--- src/rtl/membus_n_connect_if.sv ---
// PDP-6 memory bus bundle: one master-side port plus NSLV packed slave ports.
// The connector sits on the slave modport; the processor and memories sit on master.
interface membus_n_connect_if #(
  parameter int NSLV = 4
);
  logic                      m_wr_rs;
  logic                      m_rq_cyc;
  logic                      m_rd_rq;
  logic                      m_wr_rq;
  logic [14:0]               m_ma;
  logic [3:0]                m_sel;
  logic                      m_fmc_select;
  logic [35:0]               m_mb_write;
  logic                      m_addr_ack;
  logic                      m_rd_rs;
  logic [35:0]               m_mb_read;

  logic [NSLV-1:0]           s_wr_rs;
  logic [NSLV-1:0]           s_rq_cyc;
  logic [NSLV-1:0]           s_rd_rq;
  logic [NSLV-1:0]           s_wr_rq;
  logic [NSLV-1:0]           s_fmc_select;
  logic [NSLV-1:0][14:0]     s_ma;
  logic [NSLV-1:0][3:0]      s_sel;
  logic [NSLV-1:0][35:0]     s_mb_write;
  logic [NSLV-1:0]           s_addr_ack;
  logic [NSLV-1:0]           s_rd_rs;
  logic [NSLV-1:0][35:0]     s_mb_read;

  modport slave (
    input  m_wr_rs, m_rq_cyc, m_rd_rq, m_wr_rq, m_ma, m_sel, m_fmc_select, m_mb_write,
    output m_addr_ack, m_rd_rs, m_mb_read,
    output s_wr_rs, s_rq_cyc, s_rd_rq, s_wr_rq, s_fmc_select, s_ma, s_sel, s_mb_write,
    input  s_addr_ack, s_rd_rs, s_mb_read
  );

  modport master (
    output m_wr_rs, m_rq_cyc, m_rd_rq, m_wr_rq, m_ma, m_sel, m_fmc_select, m_mb_write,
    input  m_addr_ack, m_rd_rs, m_mb_read,
    input  s_wr_rs, s_rq_cyc, s_rd_rq, s_wr_rq, s_fmc_select, s_ma, s_sel, s_mb_write,
    output s_addr_ack, s_rd_rs, s_mb_read
  );
endinterface

--- src/rtl/membus_n_connect.sv ---
// 1-master / NSLV-slave memory bus connector: broadcast until the first addr_ack,
// then lock the cycle to that slave; NXM timeout and sticky multi-ack conflict flag.
module membus_n_connect #(
  parameter int NSLV    = 4,
  parameter int TIMEOUT = 1000,
  parameter int TOW     = 10
) (
  input  logic                clk,
  input  logic                reset,
  membus_n_connect_if.slave   bus,
  output logic [NSLV-1:0]     owner,
  output logic                busy,
  output logic                nxm,
  output logic                conflict,
  input  logic                conflict_clr
);

  typedef enum logic [1:0] {ST_IDLE, ST_WAIT, ST_OWNED, ST_NXM} state_t;

  localparam logic [TOW-1:0] TO_LAST = TOW'(TIMEOUT - 1);

  state_t          r_state, w_state_nx;
  logic [NSLV-1:0] r_owner, w_owner_nx;
  logic [TOW-1:0]  r_timer, w_timer_nx;
  logic            r_nxm, w_nxm_nx;
  logic            r_conflict, w_conflict_nx;
  logic [NSLV-1:0] w_ack_low, w_en;
  logic            w_bcast, w_multi;
  logic [35:0]     w_data;

  // isolate the lowest set ack bit so the lowest-index slave wins
  assign w_ack_low = bus.s_addr_ack & (~bus.s_addr_ack + NSLV'(1));
  assign w_multi   = $countones(bus.s_addr_ack) > 1;

  always_ff @(posedge clk) begin
    if (reset) begin
      r_state    <= ST_IDLE;
      r_owner    <= '0;
      r_timer    <= '0;
      r_nxm      <= 1'b0;
      r_conflict <= 1'b0;
    end else begin
      r_state    <= w_state_nx;
      r_owner    <= w_owner_nx;
      r_timer    <= w_timer_nx;
      r_nxm      <= w_nxm_nx;
      r_conflict <= w_conflict_nx;
    end
  end

  always_comb begin
    w_state_nx = r_state;
    w_owner_nx = r_owner;
    w_timer_nx = r_timer;
    w_nxm_nx   = 1'b0;
    case (r_state)
      ST_IDLE: if (bus.m_rq_cyc) begin
        w_state_nx = ST_WAIT;
        w_timer_nx = '0;
      end
      ST_WAIT: begin
        // request drop beats ack, ack beats timeout
        if (!bus.m_rq_cyc) begin
          w_state_nx = ST_IDLE;
        end else if (|bus.s_addr_ack) begin
          w_state_nx = ST_OWNED;
          w_owner_nx = w_ack_low;
        end else if (r_timer == TO_LAST) begin
          w_state_nx = ST_NXM;
          w_nxm_nx   = 1'b1;
        end else if (r_timer != '1) begin
          w_timer_nx = r_timer + 1'b1;
        end
      end
      ST_OWNED: if (!bus.m_rq_cyc) begin
        w_state_nx = ST_IDLE;
        w_owner_nx = '0;
      end
      ST_NXM: if (!bus.m_rq_cyc) w_state_nx = ST_IDLE;
      default: w_state_nx = ST_IDLE;
    endcase
  end

  always_comb begin
    w_conflict_nx = r_conflict;
    if (r_state == ST_WAIT && w_multi) w_conflict_nx = 1'b1;
    else if (conflict_clr)             w_conflict_nx = 1'b0;
  end

  assign w_bcast = (r_state == ST_IDLE) || (r_state == ST_WAIT);
  assign w_en    = w_bcast ? '1 : ((r_state == ST_OWNED) ? r_owner : '0);

  // wired-OR data path restricted to enabled slaves; NXM enables none
  always_comb begin
    w_data = bus.m_mb_write;
    for (int i = 0; i < NSLV; i++)
      if (w_en[i]) w_data = w_data | bus.s_mb_read[i];
  end

  always_comb begin
    bus.s_wr_rs      = w_en & {NSLV{bus.m_wr_rs}};
    bus.s_rq_cyc     = w_en & {NSLV{bus.m_rq_cyc}};
    bus.s_rd_rq      = w_en & {NSLV{bus.m_rd_rq}};
    bus.s_wr_rq      = w_en & {NSLV{bus.m_wr_rq}};
    bus.s_fmc_select = w_en & {NSLV{bus.m_fmc_select}};
    bus.s_ma         = '0;
    bus.s_sel        = '0;
    bus.s_mb_write   = '0;
    for (int i = 0; i < NSLV; i++) begin
      bus.s_ma[i]       = {15{w_en[i]}} & bus.m_ma;
      bus.s_sel[i]      = {4{w_en[i]}}  & bus.m_sel;
      bus.s_mb_write[i] = {36{w_en[i]}} & w_data;
    end
  end

  assign bus.m_addr_ack = |(bus.s_addr_ack & w_en);
  assign bus.m_rd_rs    = |(bus.s_rd_rs & w_en);
  assign bus.m_mb_read  = w_data;

  assign owner    = r_owner;
  assign busy     = (r_state != ST_IDLE);
  assign nxm      = r_nxm;
  assign conflict = r_conflict;

endmodule

--- src/flat_wrapper.sv ---
// flat-port wrapper written by rule: the top's interface ports become plain ports
module membus_n_connect_flat 
#(
  parameter int NSLV    = 4,
  parameter int TIMEOUT = 1000,
  parameter int TOW     = 10
)
  (clk, reset, owner, busy, nxm, conflict, conflict_clr, bus_m_wr_rs, bus_m_rq_cyc, bus_m_rd_rq, bus_m_wr_rq, bus_m_ma, bus_m_sel, bus_m_fmc_select, bus_m_mb_write, bus_m_addr_ack, bus_m_rd_rs, bus_m_mb_read, bus_s_wr_rs, bus_s_rq_cyc, bus_s_rd_rq, bus_s_wr_rq, bus_s_fmc_select, bus_s_ma, bus_s_sel, bus_s_mb_write, bus_s_addr_ack, bus_s_rd_rs, bus_s_mb_read);
  membus_n_connect_if #(.NSLV(NSLV)) bus_i ();
  input  logic clk;
  input  logic reset;
  output logic [NSLV-1:0] owner;
  output logic busy;
  output logic nxm;
  output logic conflict;
  input  logic conflict_clr;
  input wire logic [$bits(bus_i.m_wr_rs)-1:0] bus_m_wr_rs;
  input wire logic [$bits(bus_i.m_rq_cyc)-1:0] bus_m_rq_cyc;
  input wire logic [$bits(bus_i.m_rd_rq)-1:0] bus_m_rd_rq;
  input wire logic [$bits(bus_i.m_wr_rq)-1:0] bus_m_wr_rq;
  input wire logic [$bits(bus_i.m_ma)-1:0] bus_m_ma;
  input wire logic [$bits(bus_i.m_sel)-1:0] bus_m_sel;
  input wire logic [$bits(bus_i.m_fmc_select)-1:0] bus_m_fmc_select;
  input wire logic [$bits(bus_i.m_mb_write)-1:0] bus_m_mb_write;
  output wire logic [$bits(bus_i.m_addr_ack)-1:0] bus_m_addr_ack;
  output wire logic [$bits(bus_i.m_rd_rs)-1:0] bus_m_rd_rs;
  output wire logic [$bits(bus_i.m_mb_read)-1:0] bus_m_mb_read;
  output wire logic [$bits(bus_i.s_wr_rs)-1:0] bus_s_wr_rs;
  output wire logic [$bits(bus_i.s_rq_cyc)-1:0] bus_s_rq_cyc;
  output wire logic [$bits(bus_i.s_rd_rq)-1:0] bus_s_rd_rq;
  output wire logic [$bits(bus_i.s_wr_rq)-1:0] bus_s_wr_rq;
  output wire logic [$bits(bus_i.s_fmc_select)-1:0] bus_s_fmc_select;
  output wire logic [$bits(bus_i.s_ma)-1:0] bus_s_ma;
  output wire logic [$bits(bus_i.s_sel)-1:0] bus_s_sel;
  output wire logic [$bits(bus_i.s_mb_write)-1:0] bus_s_mb_write;
  input wire logic [$bits(bus_i.s_addr_ack)-1:0] bus_s_addr_ack;
  input wire logic [$bits(bus_i.s_rd_rs)-1:0] bus_s_rd_rs;
  input wire logic [$bits(bus_i.s_mb_read)-1:0] bus_s_mb_read;
  assign bus_i.m_wr_rs = bus_m_wr_rs;
  assign bus_i.m_rq_cyc = bus_m_rq_cyc;
  assign bus_i.m_rd_rq = bus_m_rd_rq;
  assign bus_i.m_wr_rq = bus_m_wr_rq;
  assign bus_i.m_ma = bus_m_ma;
  assign bus_i.m_sel = bus_m_sel;
  assign bus_i.m_fmc_select = bus_m_fmc_select;
  assign bus_i.m_mb_write = bus_m_mb_write;
  assign bus_m_addr_ack = bus_i.m_addr_ack;
  assign bus_m_rd_rs = bus_i.m_rd_rs;
  assign bus_m_mb_read = bus_i.m_mb_read;
  assign bus_s_wr_rs = bus_i.s_wr_rs;
  assign bus_s_rq_cyc = bus_i.s_rq_cyc;
  assign bus_s_rd_rq = bus_i.s_rd_rq;
  assign bus_s_wr_rq = bus_i.s_wr_rq;
  assign bus_s_fmc_select = bus_i.s_fmc_select;
  assign bus_s_ma = bus_i.s_ma;
  assign bus_s_sel = bus_i.s_sel;
  assign bus_s_mb_write = bus_i.s_mb_write;
  assign bus_i.s_addr_ack = bus_s_addr_ack;
  assign bus_i.s_rd_rs = bus_s_rd_rs;
  assign bus_i.s_mb_read = bus_s_mb_read;
  membus_n_connect #(.NSLV(NSLV), .TIMEOUT(TIMEOUT), .TOW(TOW)) u_core (.clk(clk), .reset(reset), .bus(bus_i), .owner(owner), .busy(busy), .nxm(nxm), .conflict(conflict), .conflict_clr(conflict_clr));
endmodule
--- config.mk ---
export PLATFORM = sky130hd
export DESIGN_NAME = membus_n_connect_flat
export DESIGN_NICKNAME = d
export VERILOG_FILES = /design/src/rtl/membus_n_connect_if.sv /design/src/rtl/membus_n_connect.sv /design/src/flat_wrapper.sv
export SDC_FILE = /design/constraint.sdc
export NUM_CORES = 1
export LEC_CHECK = 0
export CORE_AREA = 4 4 190 192
export CTS_CLUSTER_SIZE = 14
export DETAILED_ROUTE_END_ITERATION = 10
export DIE_AREA = 0 0 194 196
export GPL_ROUTABILITY_DRIVEN = 0
export GPL_TIMING_DRIVEN = 0
export HOLD_SLACK_MARGIN = 0.15
export SLEW_MARGIN = 0
export SYNTH_ARGS = -nofsm -noshare
export SYNTH_HDL_FRONTEND = slang
export SYNTH_SLANG_ARGS = --single-unit
--- constraint.sdc ---
create_clock -name clk -period 2.1 [get_ports clk]
set_input_delay 0.21 -clock clk [delete_from_list [all_inputs] [get_ports clk]]
set_output_delay 0.21 -clock clk [all_outputs]
set_load 0.005 [all_outputs]
* Word level (Yosys, flattened, before mapping) *
Cells that the tools add are included.

storage, ports and cells
  register bits after elaboration = 18
  input bits = 215
  output and inout bits = 285
  logic and storage cells = 92

cells by class
  eq/ne operators = 14
  mux-type cells = 25
  add/sub/neg operators = 5
  magnitude comparators = 1
  reduce and logical (&&, ||, !) cells = 15
  bitwise operators = 27

operators by type and width
  operator                                                               number
  36-bit bitwise AND                                                     4
  36-bit 2-to-1 mux                                                      4
  36-bit OR                                                              4
  15-bit bitwise AND                                                     4
  10-bit 2-to-1 mux                                                      5
  4-bit bitwise AND                                                      12
  32-bit adder                                                           1
  32-bit by 2-bit > comparator with 1-bit output, second input constant  1
  4-bit 2-to-1 mux                                                       5
  10-bit one-hot mux with 2 select lines                                 1
  2-bit != test, second input constant                                   6
  4-bit OR reduction                                                     3
  10-bit by 1-bit adder with 10-bit output, second input constant        1
  10-bit == test, second input constant                                  1
  2-bit 2-to-1 mux                                                       5
  10-bit != test, second input constant                                  1
  4-bit one-hot mux with 2 select lines                                  1
  2-bit nonzero test                                                     4
  7-bit OR reduction                                                     1
  2-bit one-hot mux with 3 select lines                                  1
  6-bit AND reduction                                                    1
  1-bit by 1-bit adder with 2-bit output                                 2
  4-bit by 1-bit adder with 4-bit output, second input constant          1
  2-bit == test, second input constant                                   2
  other kinds (12)                                                       16

* Logic depth before layout (Yosys ltp) *
Gate-level depths: netlist (run 1).

  depth after elaboration = 11
  depth in mapped cells = 8
  mapped depth without buffers = 6

* Least setup slack after synthesis (run 1) *
Ideal clock, no wire load.

  path kind = reg2out
  start point = reg u_core.r_state[0]
  end point = out bus_m_mb_read[32]
  required time = 1.890 ns
  buffers on the path = 3
  slack = 0.455 ns
  stages on the path, launching flop included = 8
  data arrival time = 1.435 ns
  path through = dfxtp_1 inv_1 a21o_1 clkbuf_1 buf_2 buf_6 a221oi_2 inv_1

between the ends
  word-level cells in the longest chain between the ends = 10
  elaborated cells between the ends (all ways) = 13
  those cells by class = eq/ne (2); mux (6); bitwise (3); reduce/logical (2)

ends and longest elaborated chain
  element                                               RTL line                                        text
  start, declared                                       membus_n_connect.sv:22                          state_t r_state, w_state_nx;
  start signal, assigned                                membus_n_connect.sv:43                          r_state <= w_state_nx;
  2-bit == test, or another cell as far along           membus_n_connect.sv:91                          assign w_en = w_bcast ? '1 : ((r_state == ST_OWNED) ? r_owner : '0);
  4-bit 2-to-1 mux or 1-bit logical OR (tied branches)  membus_n_connect.sv:91, membus_n_connect.sv:90
  4-bit 2-to-1 mux *                                    membus_n_connect.sv:91
  36-bit 2-to-1 mux                                     membus_n_connect.sv:97                          if (w_en[i]) w_data = w_data | bus.s_mb_read[i];
  36-bit OR                                             membus_n_connect.sv:97
  36-bit 2-to-1 mux                                     membus_n_connect.sv:97
  36-bit OR                                             membus_n_connect.sv:97
  36-bit 2-to-1 mux                                     membus_n_connect.sv:97
  36-bit OR                                             membus_n_connect.sv:97
  36-bit 2-to-1 mux *                                   membus_n_connect.sv:97
  end, declared                                         flat_wrapper.sv:27                              output wire logic [$bits(bus_i.m_mb_read)-1:0] bus_m_mb_read;

Mark *: on every way between the ends. The rest lies on a longest branch, timed or not.

* Worst setup path after layout (run 1) *
  start point = reg u_core.r_state[1]
  end point = out bus_s_mb_write[91]

between the ends
  word-level cells in the longest chain between the ends = 11
  elaborated cells between the ends (all ways) = 14
  those cells by class = eq/ne (2); mux (6); bitwise (4); reduce/logical (2)

ends and longest elaborated chain
  element                                               RTL line                                        text
  2-bit == test, or another cell as far along           membus_n_connect.sv:91
  4-bit 2-to-1 mux or 1-bit logical OR (tied branches)  membus_n_connect.sv:91, membus_n_connect.sv:90
  4-bit 2-to-1 mux *                                    membus_n_connect.sv:91
  36-bit 2-to-1 mux                                     membus_n_connect.sv:97
  36-bit OR                                             membus_n_connect.sv:97
  36-bit 2-to-1 mux                                     membus_n_connect.sv:97
  36-bit OR                                             membus_n_connect.sv:97
  36-bit 2-to-1 mux                                     membus_n_connect.sv:97
  36-bit OR                                             membus_n_connect.sv:97
  36-bit 2-to-1 mux                                     membus_n_connect.sv:97
  36-bit bitwise AND *                                  membus_n_connect.sv:112                         bus.s_mb_write[i] = {36{w_en[i]}} & w_data;
  end, declared                                         flat_wrapper.sv:35                              output wire logic [$bits(bus_i.s_mb_write)-1:0] bus_s_mb_write;

Marks and branches as above.

==> metrics.csv, run 1 <==
stage;metric;value;unit
drt;wl;37560;um
hold_path;hold_class;input pin to flip-flop;
synth;syn-cell-area;4399;um2
global_routing;grt_usage;17.55;%
layout;multi_input_area;4497;um2
drt;vias;7991;
drt;routed_via_density;4.447;
global_routing;gr-total-overflow;0;
cts;path_clk_slew;0.06;ns
sta;finalSetupTns;-14.18;ns
layout;layout_common_cells;221 x clkdlybuf4s50_1, 120 x nor2_1, 114 x and2_1;
pwr;total_power;2.801;mW
layout;layout_commonest_cell;clkdlybuf4s50_1;
layout;drive_above_1_share;46.09;%
layout;synthToLayoutAreaGrowth;186.9;%
critical_path;worstPathArrival;2.11;ns
cts;clock_latency;0.26;ns
floorplan;core-area;34370;um2
critical_path;startpoint_type;flip-flop;
status;violations;negative setup slack;
pwr;power_per_cell_area;221.9;nW/um2
critical_path;crit_chain;inv_4, buf_8, a21o_4, buf_12, buf_16, buf_6, a221oi_4, buf_4, nor2_1, buf_2;
global_routing;grtUsageMet1;20.85;%
drt;wl_per_cell;20.90;um
synth;syn-num-nets;893;
sta;finalCritPeriodShare;110.5;%
floorplan;die-width;194;um
synth;syn_inst;671;
synth;seq_area_frac_synth;8.191;%
placed_design;dp_cells;1626;
critical_path;end_kind;primary output;
floorplan;start_util;12.80;%
placed_design;placed_area;9995;um2
cts;cts_root_buf;clkbuf_16;
cts;numCtsBuffers;3;
pwr;leakagePower;5.209;nW
sta;worst_slack;-0.2211;ns
global_routing;grt_max_degree;11;
drt;first_pass_iters;5;
sta;slew_viol_final;0;
critical_path;r2r_start;u_core.r_state[1];
global_routing;grt_busiest_layer;met2;
drt;first_iter_violations;347;
synth;yosysUniqueCellTypes;45;
placed_design;portBuffers;498;
floorplan;chipHeight;196;um
cts;ctsHoldBuffers;0;
critical_path;crit_type;flip-flop to primary output;
layout;final_cells;1797;
status;status;finished with violations;
global_routing;use_met2;32.50;%
critical_path;crit_required;1.89;ns
critical_path;max_stage_delay;0.38;ns
pwr;ir_worst_vdd;0.2479;mV
critical_path;crit_fanout;8;
layout;n_fill_cell;3518;
drt;drc;0;
placed_design;dpl.hpwl;27360;um
layout;seqCellArea;376.6;um2
sta;hold_viol;0;
synth;yosysWarningCount;0;
synth;synth_edf_count;0;
synth;synthFlopType;dfxtp_1;
hold_path;hold_start;reset;
global_routing;grt_first_pass_wirelength;52330;um
cts;cts_sinks;18;
sta;fin_skew;0.001316;ns
sta;tightestPinTransition;0.6566;ns
global_routing;antenna_found_initial;2;
layout;num-nets-final;1564;
critical_path;cp_slowest_cell;dfxtp_4;
synth;synth_async_sr_flop_share;0;%
sta;setup_viol;162;
floorplan;io_pins;500;
synth;ys_seq_elements;18;
placed_design;dp_slack;-1.227;ns
floorplan;std_cell_rows;68;
cts;clockBufferDepth;2;
floorplan;dieArea;38020;um2
global_routing;use_met3;3.830;%
cts;htree_levels;1;
cts;cts_tree;built;
sta;fmax;430.8;MHz
sta;finalCriticalPeriod;2.321;ns
synth;avgSynthCellArea;6.556;um2
global_routing;grt_pass1_vias;8250;
sta;slew-limit-headroom;55.82;%
drt;ant_nets;0;
layout;finalInstanceArea;12620;um2
job;maxCapViolCount;0;
critical_path;startpoint;u_core.r_state[1];
sta;rsz0062_at_grt;yes;
cell usage after synthesis (all sizes together), types with 3 or more instances:
master	number	area, um2
nor2	148	555.5
and2	133	832.1
inv	82	307.8
a22oi	41	307.8
a211o	36	315.3
a221oi	36	540.5
o221ai	36	315.3
clkbuf	28	105.1
buf	27	147.6
dfxtp	18	360.4
a21oi	16	80.08
nand2	10	37.54
nand4	7	58.81
ha	6	75.07
a21o	4	30.03
a31o	4	35.04
nand2b	4	25.02
o31ai	4	30.03
or4	4	30.03
and3	3	18.77
or3	3	21.27
critical path, delay by kind of cell (launching register included):
kind                   cells  cell delay, ns
AOI/OAI and AO/OA          2            0.50
DFF                        1            0.38
buffers and inverters      7            0.91
and+or+nand+nor            1            0.03
report_power, final:
group	switching (mW)	internal (mW)	total, mW
sequential	0.00901	0.343	0.352
clock	0.160	0.291	0.451
combinational	0.861	1.14	2.00
area by class of cell:
type / instances / area share (%)
inverter: 82 / 2.479
antenna: 1 / 0.01983
multi-input combinational: 516 / 35.63
sequential: 18 / 2.984
timing repair buffer: 669 / 47.24
clock buffer: 4 / 0.7039
tap: 455 / 4.511
buffer: 52 / 6.425
per-stage QoR:
step / hold WS, ns / util, %
6_report: 0.3233 / 36.71
4_1_cts: 0.3218 / 35.43
3_5_place_dp: 0.4795 / 29.08
2_1_floorplan: 0.2879 / -
3_3_place_gp: 0.4644 / 28.96
5_1_grt: 0.3418 / 36.71
logic make-up (layout without fill, tap and decap cells):
family          after synthesis  count (layout)  synth area share [%]
simple gates                322             322                 37.51
compound gates              185             185                 38.94
buf+inv                     137             807                 12.74
flops                        18              18                 8.191
fa+ha+maj                     7               7                 2.162
xor+xnor                      1               1                0.1991
mux                           1               1                0.2560
other cells                   0               1                     0
timing repair:
| item | 4_1_cts | 5_1_grt |
|---|---|---|
| hold endpoints to repair | 0 | 0 |
| resized for setup | 833 | 397 |
| cloned | 9 | 6 |
| setup buffers | 120 | 45 |
| endpoints found under the setup margin | 278 | 251 |
| pin swaps | 95 | 101 |
sequential cells by signal, summed over array words and instances (netlist names):
register / flops
u_core.r_timer: 10
u_core.owner: 4
u_core.r_state: 2
u_core.conflict: 1
u_core.nxm: 1
metal layers:
| layer | vias to the layer above | share of wire, % | wire length [um] |
|---|---|---|---|
| li1 | 3736 | - | - |
| met1 | 3823 | 40 | 14870 |
| met2 | 396 | 52 | 19460 |
| met3 | 36 | 7.0 | 2628 |
| met4 | 0 | 1.6 | 599 |
| met5 | - | 0 | 0 |
worst paths after layout:
check	to	slack (ns)	cells past startpoint
min reg2reg	u_core.conflict	0.48	2
max reg2reg	u_core.r_timer[8]	0.37	5
max	bus_s_mb_write[91]	-0.22	10
min	u_core.owner[1]	0.32	2
No activity file was read; power rests on OpenSTA's default activity.
==> run 2: changes to the inputs <==
Settings changed: ABC_AREA set to 1.
==> run 2 against run 1 <==
- the flow still finishes with violations (negative setup slack)
- critical path depth decreased by 1
- wire length decreased by 5.7%
- clock power decreased by 14%
- power decreased by 1.3%
- via count increased by 1.5%
- global-route usage decreased by 1.5 points
- synthesized cell count increased by 33%
- design area decreased by 3.8%
- critical endpoint is now bus_s_mb_write[51]
- area after synthesis about the same
- critical path type unchanged
- fmax decreased by 1.4%
- non-clock buffer count decreased by 58
- hold slack improved by 0.15 ns
- highest routed layer is now met5
==> metrics.csv, run 2 <==
stage;metric;value;unit;change
status;status;finished with violations;;
status;violations;negative setup slack;;
synth;yosysUniqueCellTypes;29;;-36%
pwr;leakagePower;5.287;nW;+1.5%
critical_path;worstPathArrival;2.14;ns;+0.03 ns
global_routing;grt_max_degree;11;;unchanged
synth;post-synth-top-area-fraction;19.53;%;+0.61 points
critical_path;startpoint_type;flip-flop;;
floorplan;io_pins;500;;unchanged
synth;synthTopCellsByArea;nor2_1 20%, inv_1 19%, a211oi_2 10%;;
drt;drc;0;;unchanged
sta;finalCriticalPeriod;2.354;ns;+0.03297 ns
synth;syn-cell-area;4402;um2;about the same
critical_path;max_stage_delay;0.37;ns;about the same
layout;fin_util;35.31;%;-1.4 points
pwr;ir_worst_vdd;0.2214;mV;-11%
global_routing;grt_usage;16.05;%;-1.5 points
synth;yosysMostFrequentCell;nor2_1;;
sta;fmax;424.8;MHz;-1.4%
pwr;total_power;2.763;mW;-1.3%
global_routing;gr-total-overflow;0;;unchanged
sta;fin_skew;0.003278;ns;+0.001961 ns
sta;worst_slack;-0.2541;ns;-0.03297 ns
synth;yosysTopAreaCell;nor2_1;;
critical_path;crit_required;1.89;ns;about the same
sta;rsz0062_at_grt;yes;;
layout;largest_reg_flops;10;;unchanged
sta;slew_viol_final;0;;unchanged
pwr;switching_share;38.24;%;+1.5 points
floorplan;die-width;194;um;unchanged
synth;avgSynthCellArea;4.940;um2;-25%
drt;wl;35420;um;-5.7%
drt;first_pass_iters;4;;-1
sta;hold_ws;0.4704;ns;+0.1471 ns
global_routing;antenna_found_initial;1;;-1
cts;cts_tree;built;;
pwr;internal_power;1.706;mW;-3.6%
synth;synthTopCellsByCount;229 x nor2_1, 222 x inv_1, 119 x nand2_1, 87 x a21oi_1, 42 x o21ai_0;;
pwr;power_per_cell_area;227.6;nW/um2;+2.6%
synth;syn-num-nets;1113;;+25%
synth;seq_area_frac_synth;8.186;%;about the same
critical_path;end_kind;primary output;;
floorplan;start_util;12.81;%;about the same
sta;hold_viol;0;;unchanged
synth;synth_edf_count;0;;unchanged
critical_path;cp_slowest_cell;dfxtp_4;;
drt;routed_via_density;4.137;;-7.0%
drt;wl_per_cell;18.06;um;-14%
drt;ant_nets;0;;unchanged
sta;setup_viol;185;;+14%
layout;drive_above_1_share;28.62;%;-17 points
global_routing;grt_first_pass_wirelength;47890;um;-8.5%
drt;vias;8113;;+1.5%
layout;layout_common_cells;293 x clkdlybuf4s50_1, 222 x nor2_1, 197 x inv_1;;
layout;diodes;0;;-1
layout;num-nets-final;1730;;+11%
floorplan;core-area;34370;um2;unchanged
cts;clockBufferDepth;2;;unchanged
synth;synth_async_sr_flop_share;0;%;unchanged
drt;first_iter_violations;497;;+43%
floorplan;chipHeight;196;um;unchanged
hold_path;hold_class;flip-flop to flip-flop;;
sta;slew-limit-headroom;66.04;%;+10 points
critical_path;crit_fanout;10;;+2
floorplan;dieArea;38020;um2;unchanged
sta;tightestPinTransition;0.5095;ns;-0.1471 ns
cts;htree_levels;1;;unchanged
sta;finalSetupTns;-17.07;ns;-2.899 ns
synth;synthFlopType;dfxtp_1;;
synth;syn_inst;891;;+33%
placed_design;portBuffers;499;;+0.20%
cts;cts_root_buf;clkbuf_16;;
pwr;power_frac_seq;13.1;%;+0.5 points
cts;path_clk_slew;0.05;ns;about the same
layout;synthToLayoutAreaGrowth;175.7;%;
floorplan;std_cell_rows;68;;unchanged
global_routing;grt_pass1_vias;8018;;-2.8%
pwr;p_switching;1.057;mW;+2.6%
pwr;comb_power_share;72.8;%;+1.5 points
layout;layout_commonest_cell;clkdlybuf4s50_1;;
cts;cts_sinks;18;;unchanged
synth;yosysWarningCount;0;;unchanged
critical_path;crit_chain;inv_8, a21oi_4, buf_12, clkbuf_8, o22ai_1, a211oi_4, buf_4, nor2_1, dlygate4sd2_1;;
synth;ys_seq_elements;18;;unchanged
critical_path;crit_type;flip-flop to primary output;;
cts;ctsHoldBuffers;0;;unchanged
placed_design;dpl.hpwl;27120;um;-0.90%
sta;finalCritPeriodShare;112.1;%;+1.6 points
layout;top_register;u_core.r_timer;;
job;maxCapViolCount;0;;unchanged
cts;clock_latency;0.25;ns;about the same
pwr;p_clk_share;14.1;%;-2.0 points
cts;numCtsBuffers;3;;unchanged
-- run 2: cell count changes in the layout (fill, tap and decap cells not counted), moves of 31 or more --
cell / delta
a211o_1: -36
a211oi_4: +35
a21oi_4: +31
a221oi_4: -35
a22oi_2: -34
and2_1: -114
buf_2: -54
buf_4: -41
clkdlybuf4s50_1: +72
dlymetal6s2s_1: +43
inv_1: +135
nand2_1: +100
nor2_1: +102
o221ai_2: -35
-- run 2: worst paths after layout --
path	slack [ns]	end	from	cells past startpoint
hold / removal	0.47	u_core.conflict	u_core.conflict	2
hold reg to reg	0.47	u_core.conflict	u_core.conflict	2
setup reg to reg	0.26	u_core.r_timer[1]	u_core.r_timer[0]	10
setup / recovery	-0.25	bus_s_mb_write[51]	u_core.r_state[0]	9
-- run 2: metrics by stage --
step / setup slack, ns / area [um2] / instances
after floorplan: 0.4220 / 4402 / 891
after global placement: -1.484 / 9966 / 1845
after detailed placement: -1.422 / 9966 / 1845
after CTS: -0.3460 / 11260 / 1897
after global routing: -0.3588 / 12140 / 1961
final: -0.2541 / 12140 / 1961
-- run 2: area by class of cell --
class	count	area, um2
Inverter	230	893.4
Timing Repair Buffer	613	5803
Tap cell	455	569.3
Multi-Input combinational cell	592	3782
Buffer	50	645.6
Sequential cell	18	367.9
Clock buffer	3	75.07
Fill cell	3650	22240
-- run 2: cells by family (layout without fill, tap and decap cells) --
logic type	count (synthesis)	count (layout)	share of synthesized area, %
AO/OA/AOI/OAI	211	211	32.01
XOR/XNOR	2	2	0.3980
flip-flops	18	18	8.187
adder cells (fa/ha/maj)	7	7	2.160
AND/OR/NAND/NOR	372	372	32.49
buffers and inverters	281	896	24.76
-- run 2: power by group through the flow --
stage	combinational [mW]	sequential, mW	clock (mW)
final	2.01	0.361	0.390
after global placement	1.73	0.368	0
after CTS	1.90	0.360	0.396
after global routing	2.15	0.363	0.405
after floorplan	0.537	0.366	0
after detailed placement	1.74	0.368	0
-- run 2: worst max-delay path, delay by kind of cell (launching register included) --
| family | cells | cell delay (ns) |
|---|---|---|
| AO/OA/AOI/OAI | 3 | 0.62 |
| buffers and inverters | 5 | 0.84 |
| flip-flops | 1 | 0.37 |
| AND/OR/NAND/NOR | 1 | 0.03 |
-- run 2: metal layers --
layer / share of wire, % / global-route usage [%]
met5: 0.031 / 0
met4: 1.7 / 2.865
met3: 7.0 / 3.194
met2: 51 / 29.67
met1: 41 / 19.47
-- run 2: repair_timing --
item / in CTS / in global routing
setup endpoints to repair: 278 / 280
pin swaps: 37 / 54
resized for setup: 432 / 411
buffers inserted: 48 / 59
cloned: 2 / 6
